`config.mk`:
```
export PLATFORM = sky130hd
export DESIGN_NAME = mul_seq_ctrl_flat
export DESIGN_NICKNAME = d
export VERILOG_FILES = /design/src/rtl/mul_seq_ctrl_if.sv /design/src/rtl/mul_seq_ctrl.sv /design/src/flat_wrapper.sv
export SDC_FILE = /design/constraint.sdc
export NUM_CORES = 1
export LEC_CHECK = 0
export ABC_CLOCK_PERIOD_IN_PS = 3600
export BUFFER_PORTS_ARGS = -buffer_cell sky130_fd_sc_hd__buf_2
export CAP_MARGIN = 0
export CORE_UTILIZATION = 30
export DETAILED_ROUTE_END_ITERATION = 8
export PLACE_DENSITY = 0.52
export SETUP_SLACK_MARGIN = 0.4
export SLEW_MARGIN = 0
export SYNTH_ARGS = -nofsm -noshare
export SYNTH_HDL_FRONTEND = slang
export SYNTH_SLANG_ARGS = --single-unit
export TNS_END_PERCENT = 20
```
`constraint.sdc`:
```
create_clock -name clk -period 3.6 [get_ports clk]
set_input_delay 0.72 -clock clk [delete_from_list [all_inputs] [get_ports clk]]
set_output_delay 0.72 -clock clk [all_outputs]
set_load 0.01 [all_outputs]
```
`src/rtl/mul_seq_ctrl_if.sv`:
```
// Signal bundle between the multiply sequencer and the start/done pins,
// the byte-wide data memory and the shared 16x16 signed multiplier.
interface mul_seq_ctrl_if;
  logic        start;
  logic        done;
  logic        err;
  logic [7:0]  dm_addr;
  logic        dm_wr_en;
  logic [7:0]  dm_wr_data;
  logic [7:0]  dm_rd_data;
  logic        mul_go;
  logic [15:0] mul_a;
  logic [15:0] mul_b;
  logic        mul_done;
  logic [31:0] mul_p;

  modport master (
    input  start,
    output done,
    output err,
    output dm_addr,
    output dm_wr_en,
    output dm_wr_data,
    input  dm_rd_data,
    output mul_go,
    output mul_a,
    output mul_b,
    input  mul_done,
    input  mul_p
  );

  modport slave (
    output start,
    input  done,
    input  err,
    input  dm_addr,
    input  dm_wr_en,
    input  dm_wr_data,
    output dm_rd_data,
    input  mul_go,
    input  mul_a,
    input  mul_b,
    output mul_done,
    output mul_p
  );
endinterface

```
`src/rtl/mul_seq_ctrl.sv`:
```
// Sequencer for the multiply job: reads N_PAIRS operand pairs from data memory,
// runs each through the shared multiplier and writes the products big-endian.
module mul_seq_ctrl #(
  parameter int unsigned N_PAIRS     = 16,
  parameter int unsigned OP_BASE     = 0,
  parameter int unsigned PROD_BASE   = 64,
  parameter int unsigned MUL_TIMEOUT = 64
) (
  input  logic           clk,
  input  logic           reset,
  mul_seq_ctrl_if.master bus
);

  localparam int unsigned JW = (N_PAIRS > 1) ? $clog2(N_PAIRS) : 1;
  localparam int unsigned TW = $clog2(MUL_TIMEOUT + 1);

  typedef enum logic [2:0] {
    IDLE,
    ARM,
    RD,
    LAUNCH,
    WAIT,
    WR,
    FIN
  } state_t;

  state_t        state;
  state_t        state_nxt;
  logic [JW-1:0] j;
  logic [2:0]    sub;
  logic [TW-1:0] wcnt;
  logic [15:0]   op_a;
  logic [15:0]   op_b;
  logic [31:0]   prod;
  logic          err_q;

  logic          busy;
  logic          abort;
  logic          last_pair;
  logic          timeout;
  logic          take_p;

  always_ff @(posedge clk) begin
    if (reset) state <= IDLE;
    else       state <= state_nxt;
  end

  always_comb begin
    busy      = (state == RD) || (state == LAUNCH) || (state == WAIT) || (state == WR);
    abort     = busy && bus.start;
    last_pair = (j == JW'(N_PAIRS - 1));
    timeout   = (wcnt == TW'(MUL_TIMEOUT - 1));
    take_p    = (state == WAIT) && bus.mul_done && !abort;

    state_nxt      = state;
    bus.done       = 1'b0;
    bus.err        = err_q;
    bus.dm_addr    = '0;
    bus.dm_wr_en   = 1'b0;
    bus.dm_wr_data = '0;
    bus.mul_go     = 1'b0;
    bus.mul_a      = op_a;
    bus.mul_b      = op_b;

    case (state)
      IDLE: if (bus.start) state_nxt = ARM;
      ARM:  if (!bus.start) state_nxt = RD;
      RD: begin
        // sub 0..3 present addresses; sub 4 only captures the last byte
        if (!sub[2]) bus.dm_addr = 8'(OP_BASE) + 8'({j, 2'b00}) + 8'(sub[1:0]);
        if (abort)         state_nxt = ARM;
        else if (sub == 3'd4) state_nxt = LAUNCH;
      end
      LAUNCH: begin
        bus.mul_go = 1'b1;
        state_nxt  = abort ? ARM : WAIT;
      end
      WAIT: begin
        if (abort)             state_nxt = ARM;
        else if (bus.mul_done) state_nxt = WR;
        else if (timeout)      state_nxt = FIN;
      end
      WR: begin
        bus.dm_wr_en = 1'b1;
        bus.dm_addr  = 8'(PROD_BASE) + 8'({j, 2'b00}) + 8'(sub[1:0]);
        case (sub[1:0])
          2'd0:    bus.dm_wr_data = prod[31:24];
          2'd1:    bus.dm_wr_data = prod[23:16];
          2'd2:    bus.dm_wr_data = prod[15:8];
          default: bus.dm_wr_data = prod[7:0];
        endcase
        if (abort)              state_nxt = ARM;
        else if (sub == 3'd3) state_nxt = last_pair ? FIN : RD;
      end
      FIN: begin
        bus.done = 1'b1;
        if (bus.start) state_nxt = ARM;
      end
      default: state_nxt = IDLE;
    endcase
  end

  always_ff @(posedge clk) begin
    if (reset) begin
      j     <= '0;
      sub   <= '0;
      wcnt  <= '0;
      op_a  <= '0;
      op_b  <= '0;
      prod  <= '0;
      err_q <= 1'b0;
    end else begin
      if (state_nxt != state)                 sub <= '0;
      else if ((state == RD) || (state == WR)) sub <= sub + 3'd1;

      if ((state == ARM) && !bus.start) j <= '0;
      else if ((state == WR) && (sub == 3'd3) && !abort && !last_pair) j <= j + JW'(1);

      if (state == WAIT) wcnt <= wcnt + TW'(1);
      else               wcnt <= '0;

      // registered memory: byte addressed at sub-1 arrives while sub is current
      if (state == RD) begin
        case (sub)
          3'd1:    op_a[15:8] <= bus.dm_rd_data;
          3'd2:    op_a[7:0]  <= bus.dm_rd_data;
          3'd3:    op_b[15:8] <= bus.dm_rd_data;
          3'd4:    op_b[7:0]  <= bus.dm_rd_data;
          default: ;
        endcase
      end

      if (take_p) prod <= bus.mul_p;

      if ((state == WAIT) && (state_nxt == FIN)) err_q <= 1'b1;
      else if ((state == FIN) && bus.start)      err_q <= 1'b0;
    end
  end

  assert property (@(posedge clk) disable iff (reset) bus.mul_go |=> !bus.mul_go);
  assert property (@(posedge clk) disable iff (reset) bus.dm_wr_en |-> !bus.mul_go);

endmodule

```
`src/flat_wrapper.sv`:
```
// flat-port wrapper written by rule: the top's interface ports become plain ports
module mul_seq_ctrl_flat 
#(
  parameter int unsigned N_PAIRS     = 16,
  parameter int unsigned OP_BASE     = 0,
  parameter int unsigned PROD_BASE   = 64,
  parameter int unsigned MUL_TIMEOUT = 64
)
  (clk, reset, bus_start, bus_done, bus_err, bus_dm_addr, bus_dm_wr_en, bus_dm_wr_data, bus_dm_rd_data, bus_mul_go, bus_mul_a, bus_mul_b, bus_mul_done, bus_mul_p);
  mul_seq_ctrl_if bus_i ();
  input  logic clk;
  input  logic reset;
  input wire logic [$bits(bus_i.start)-1:0] bus_start;
  output wire logic [$bits(bus_i.done)-1:0] bus_done;
  output wire logic [$bits(bus_i.err)-1:0] bus_err;
  output wire logic [$bits(bus_i.dm_addr)-1:0] bus_dm_addr;
  output wire logic [$bits(bus_i.dm_wr_en)-1:0] bus_dm_wr_en;
  output wire logic [$bits(bus_i.dm_wr_data)-1:0] bus_dm_wr_data;
  input wire logic [$bits(bus_i.dm_rd_data)-1:0] bus_dm_rd_data;
  output wire logic [$bits(bus_i.mul_go)-1:0] bus_mul_go;
  output wire logic [$bits(bus_i.mul_a)-1:0] bus_mul_a;
  output wire logic [$bits(bus_i.mul_b)-1:0] bus_mul_b;
  input wire logic [$bits(bus_i.mul_done)-1:0] bus_mul_done;
  input wire logic [$bits(bus_i.mul_p)-1:0] bus_mul_p;
  assign bus_i.start = bus_start;
  assign bus_done = bus_i.done;
  assign bus_err = bus_i.err;
  assign bus_dm_addr = bus_i.dm_addr;
  assign bus_dm_wr_en = bus_i.dm_wr_en;
  assign bus_dm_wr_data = bus_i.dm_wr_data;
  assign bus_i.dm_rd_data = bus_dm_rd_data;
  assign bus_mul_go = bus_i.mul_go;
  assign bus_mul_a = bus_i.mul_a;
  assign bus_mul_b = bus_i.mul_b;
  assign bus_i.mul_done = bus_mul_done;
  assign bus_i.mul_p = bus_mul_p;
  mul_seq_ctrl #(.N_PAIRS(N_PAIRS), .OP_BASE(OP_BASE), .PROD_BASE(PROD_BASE), .MUL_TIMEOUT(MUL_TIMEOUT)) u_core (.clk(clk), .reset(reset), .bus(bus_i));
endmodule
```
==> metrics.txt <==
total I/O pin count 96; DIE AREA 12,400 sq um; crit-path max FO 14; Commonest cells post-synth nand2_1, dfxtp_1, a21oi_1; Clock Sinks 82; dpl hpwl 6660 um; Die H 111 um; post-route minimum period 2.97 ns; setup TNS 0 ns; unique cell type count in the Yosys netlist 41; Routed Antenna Nets 0; vias in the first global route 3,064; failing checks DRC; largest net degree at the start of global routing 42; #FFs+latches synth 82; Crit Reg-Reg Startpoint u_core.state[1]; Wirelength per Cell 14.1 um; total power 2.00 mW; Die Wd 111 um; first-pass GRT wire length 15,400 um; Reg2Reg Depth 4; DR vias/cell 4.83; reg2reg end u_core.bus.mul_b[4]; final slew viol count 0; RePlAce Congestion 0.789; Core Rows 39; CTS tree yes; post-synth top area share 0.459; DR pass1 iterations 6; Global Route met3 Usage 0.0394; Slew HR 0.474; routed wire length 9550 um; Core Area 11,500 sq um; DRC viols 14; Worst-path clk slew 0.06 ns; Synth Instances 455; Post-synth EDFFs 0; 1st-iter DRT viols 230; Nets 583; Tot GR Track Use 0.157; endpoints failing setup 0; leakage 1.78 nW; global route total overflow 0; worst-margin pin slew 0.789 ns; initial antenna violation count 0; worst hold slack 0.453 ns; Power Dens Cells 451 nW/um^2; Fmax 336 MHz; startpoint class of the critical path flip-flop; syn_nets 507; met2 usage 0.260; Layout area overhead 24.2%; RSZ-0062 raised after global routing false; CP endpoint bus_dm_addr[5]; top-count cell post-synth nand2_1; Vias 3,281; Reg2Reg Setup Slack 1.30 ns; share of cells above drive strength 1 0.220; Port Buf Inserts 94; most used routing layer met2; Primary FF master, synth dfxtp_1; CTS resizes 0; MaxCap Viol Count 0; Mapped Area 3580 sq um; Final Skew 0.00785 ns; Post-CTS Setup Bufs 0; Mapped Avg Cell Area 7.86 sq um; H-tree depth 3; CP Launch Point u_core.state[0]; Critical Path AT 2.25 ns; Crit Path Class reg2out; Peak VDD IR 0.205 mV; sequential element share of the synthesized area 0.459; hold_buf cts 0; Fin. Hold Viols 0; Synth area leader dfxtp_1; clk buf depth 2; period utilisation layout 0.826; GR Layer Usage met1 0.203; Area contributors post-synth dfxtp_1, nand2_1, a21oi_1; Yosys warnings 0; Hold Crit Class reg2reg; Clock Latency Late Sink 0.33 ns; critical path capture point type primary output; ys async rst share 0; Root Buffer clkbuf_16; n_diodes 0; effective utilization at floorplan 0.311; total CTS buffers 9; Fill cells 1,187; outcome finished with violations; WP data required 2.88 ns
flip-flops by register name, summed over array words and instances, names as in the netlist:
register	cells
u_core.bus.err	1
u_core.bus.mul_a	16
u_core.bus.mul_b	16
u_core.j	4
u_core.prod	32
u_core.state	3
u_core.sub	3
u_core.wcnt	7
report_power, final:
part / internal [mW] / switching, mW
registers: 0.910 / 0.00782
clock network: 0.631 / 0.373
logic: 0.0325 / 0.0507
total: 1.57 / 0.431
routing by layer:
| metal | share of wire | wire length [um] |
|---|---|---|
| met4 | 0.0071 | 68 |
| met1 | 0.46 | 4400 |
| met5 | 0 | 0 |
| met2 | 0.49 | 4680 |
| met3 | 0.042 | 405 |
worst max-delay path, cell delays in order (launching register included):
cell and delay, ns:
dfxtp_1 0.63, nor2b_1 0.42, nand2_2 0.23, inv_1 0.20, nor2_1 0.13, nor2b_1 0.15, buf_2 0.14
cells in the final DEF (no fill, tap or decap), types with 4 or more instances in the layout:
| cell | instances |
|---|---|
| mux2i_1 | 10 |
| ha_1 | 8 |
| nor2b_1 | 8 |
| xor2_1 | 4 |
| a222oi_1 | 8 |
| buf_2 | 94 |
| nand2_1 | 109 |
| nor2_1 | 42 |
| o21ai_0 | 8 |
| clkbuf_16 | 9 |
| a21o_1 | 4 |
| dfxtp_1 | 82 |
| nand3_1 | 22 |
| a21oi_1 | 70 |
| buf_4 | 4 |
| inv_1 | 10 |
worst min path at each step:
stage                              from                   to  slack [ns]  cells past startpoint
global route            u_core.prod[14]      u_core.prod[14]        0.47                      2
global placement         u_core.wcnt[0]       u_core.wcnt[0]        0.43                      1
CTS                      u_core.wcnt[0]       u_core.wcnt[0]        0.46                      1
floorplan                u_core.wcnt[0]       u_core.wcnt[0]        0.42                      1
finish              u_core.bus.mul_a[1]  u_core.bus.mul_a[1]        0.45                      2
detailed placement       u_core.wcnt[0]       u_core.wcnt[0]        0.45                      1
stage by stage:
step,setup slack (ns),instance area (sq um),instances,util
after floorplan,1.39,3580,455,-
after global placement,1.01,4110,663,0.357
after detailed placement,0.960,4110,663,0.357
after CTS,0.587,4440,679,0.386
after global routing,0.429,4440,679,0.386
final,0.627,4440,679,0.386
layout make-up:
type                            instances  area (sq um)  area share
Clock buffer                           11           243      0.0546
Clock inverter                          5          85.1      0.0192
Inverter                               10          37.5     0.00845
Timing Repair Buffer                   98           500       0.113
Multi-Input combinational cell        330          1760       0.395
Tap cell                              143           179      0.0403
Sequential cell                        82          1640       0.370
cell families after synthesis:
family                     after synthesis  share of synthesized area
muxes                                   10                     0.0280
buffers and inverters                   43                     0.0504
DFF                                     82                      0.459
xor gates and xnor gates                 7                     0.0171
adders and majority gates                8                     0.0280
AOI/OAI and AO/OA                      100                      0.161
other                                    1                    0.00105
and+or+nand+nor                        204                      0.255
No activity file was read; power rests on OpenSTA's default activity.
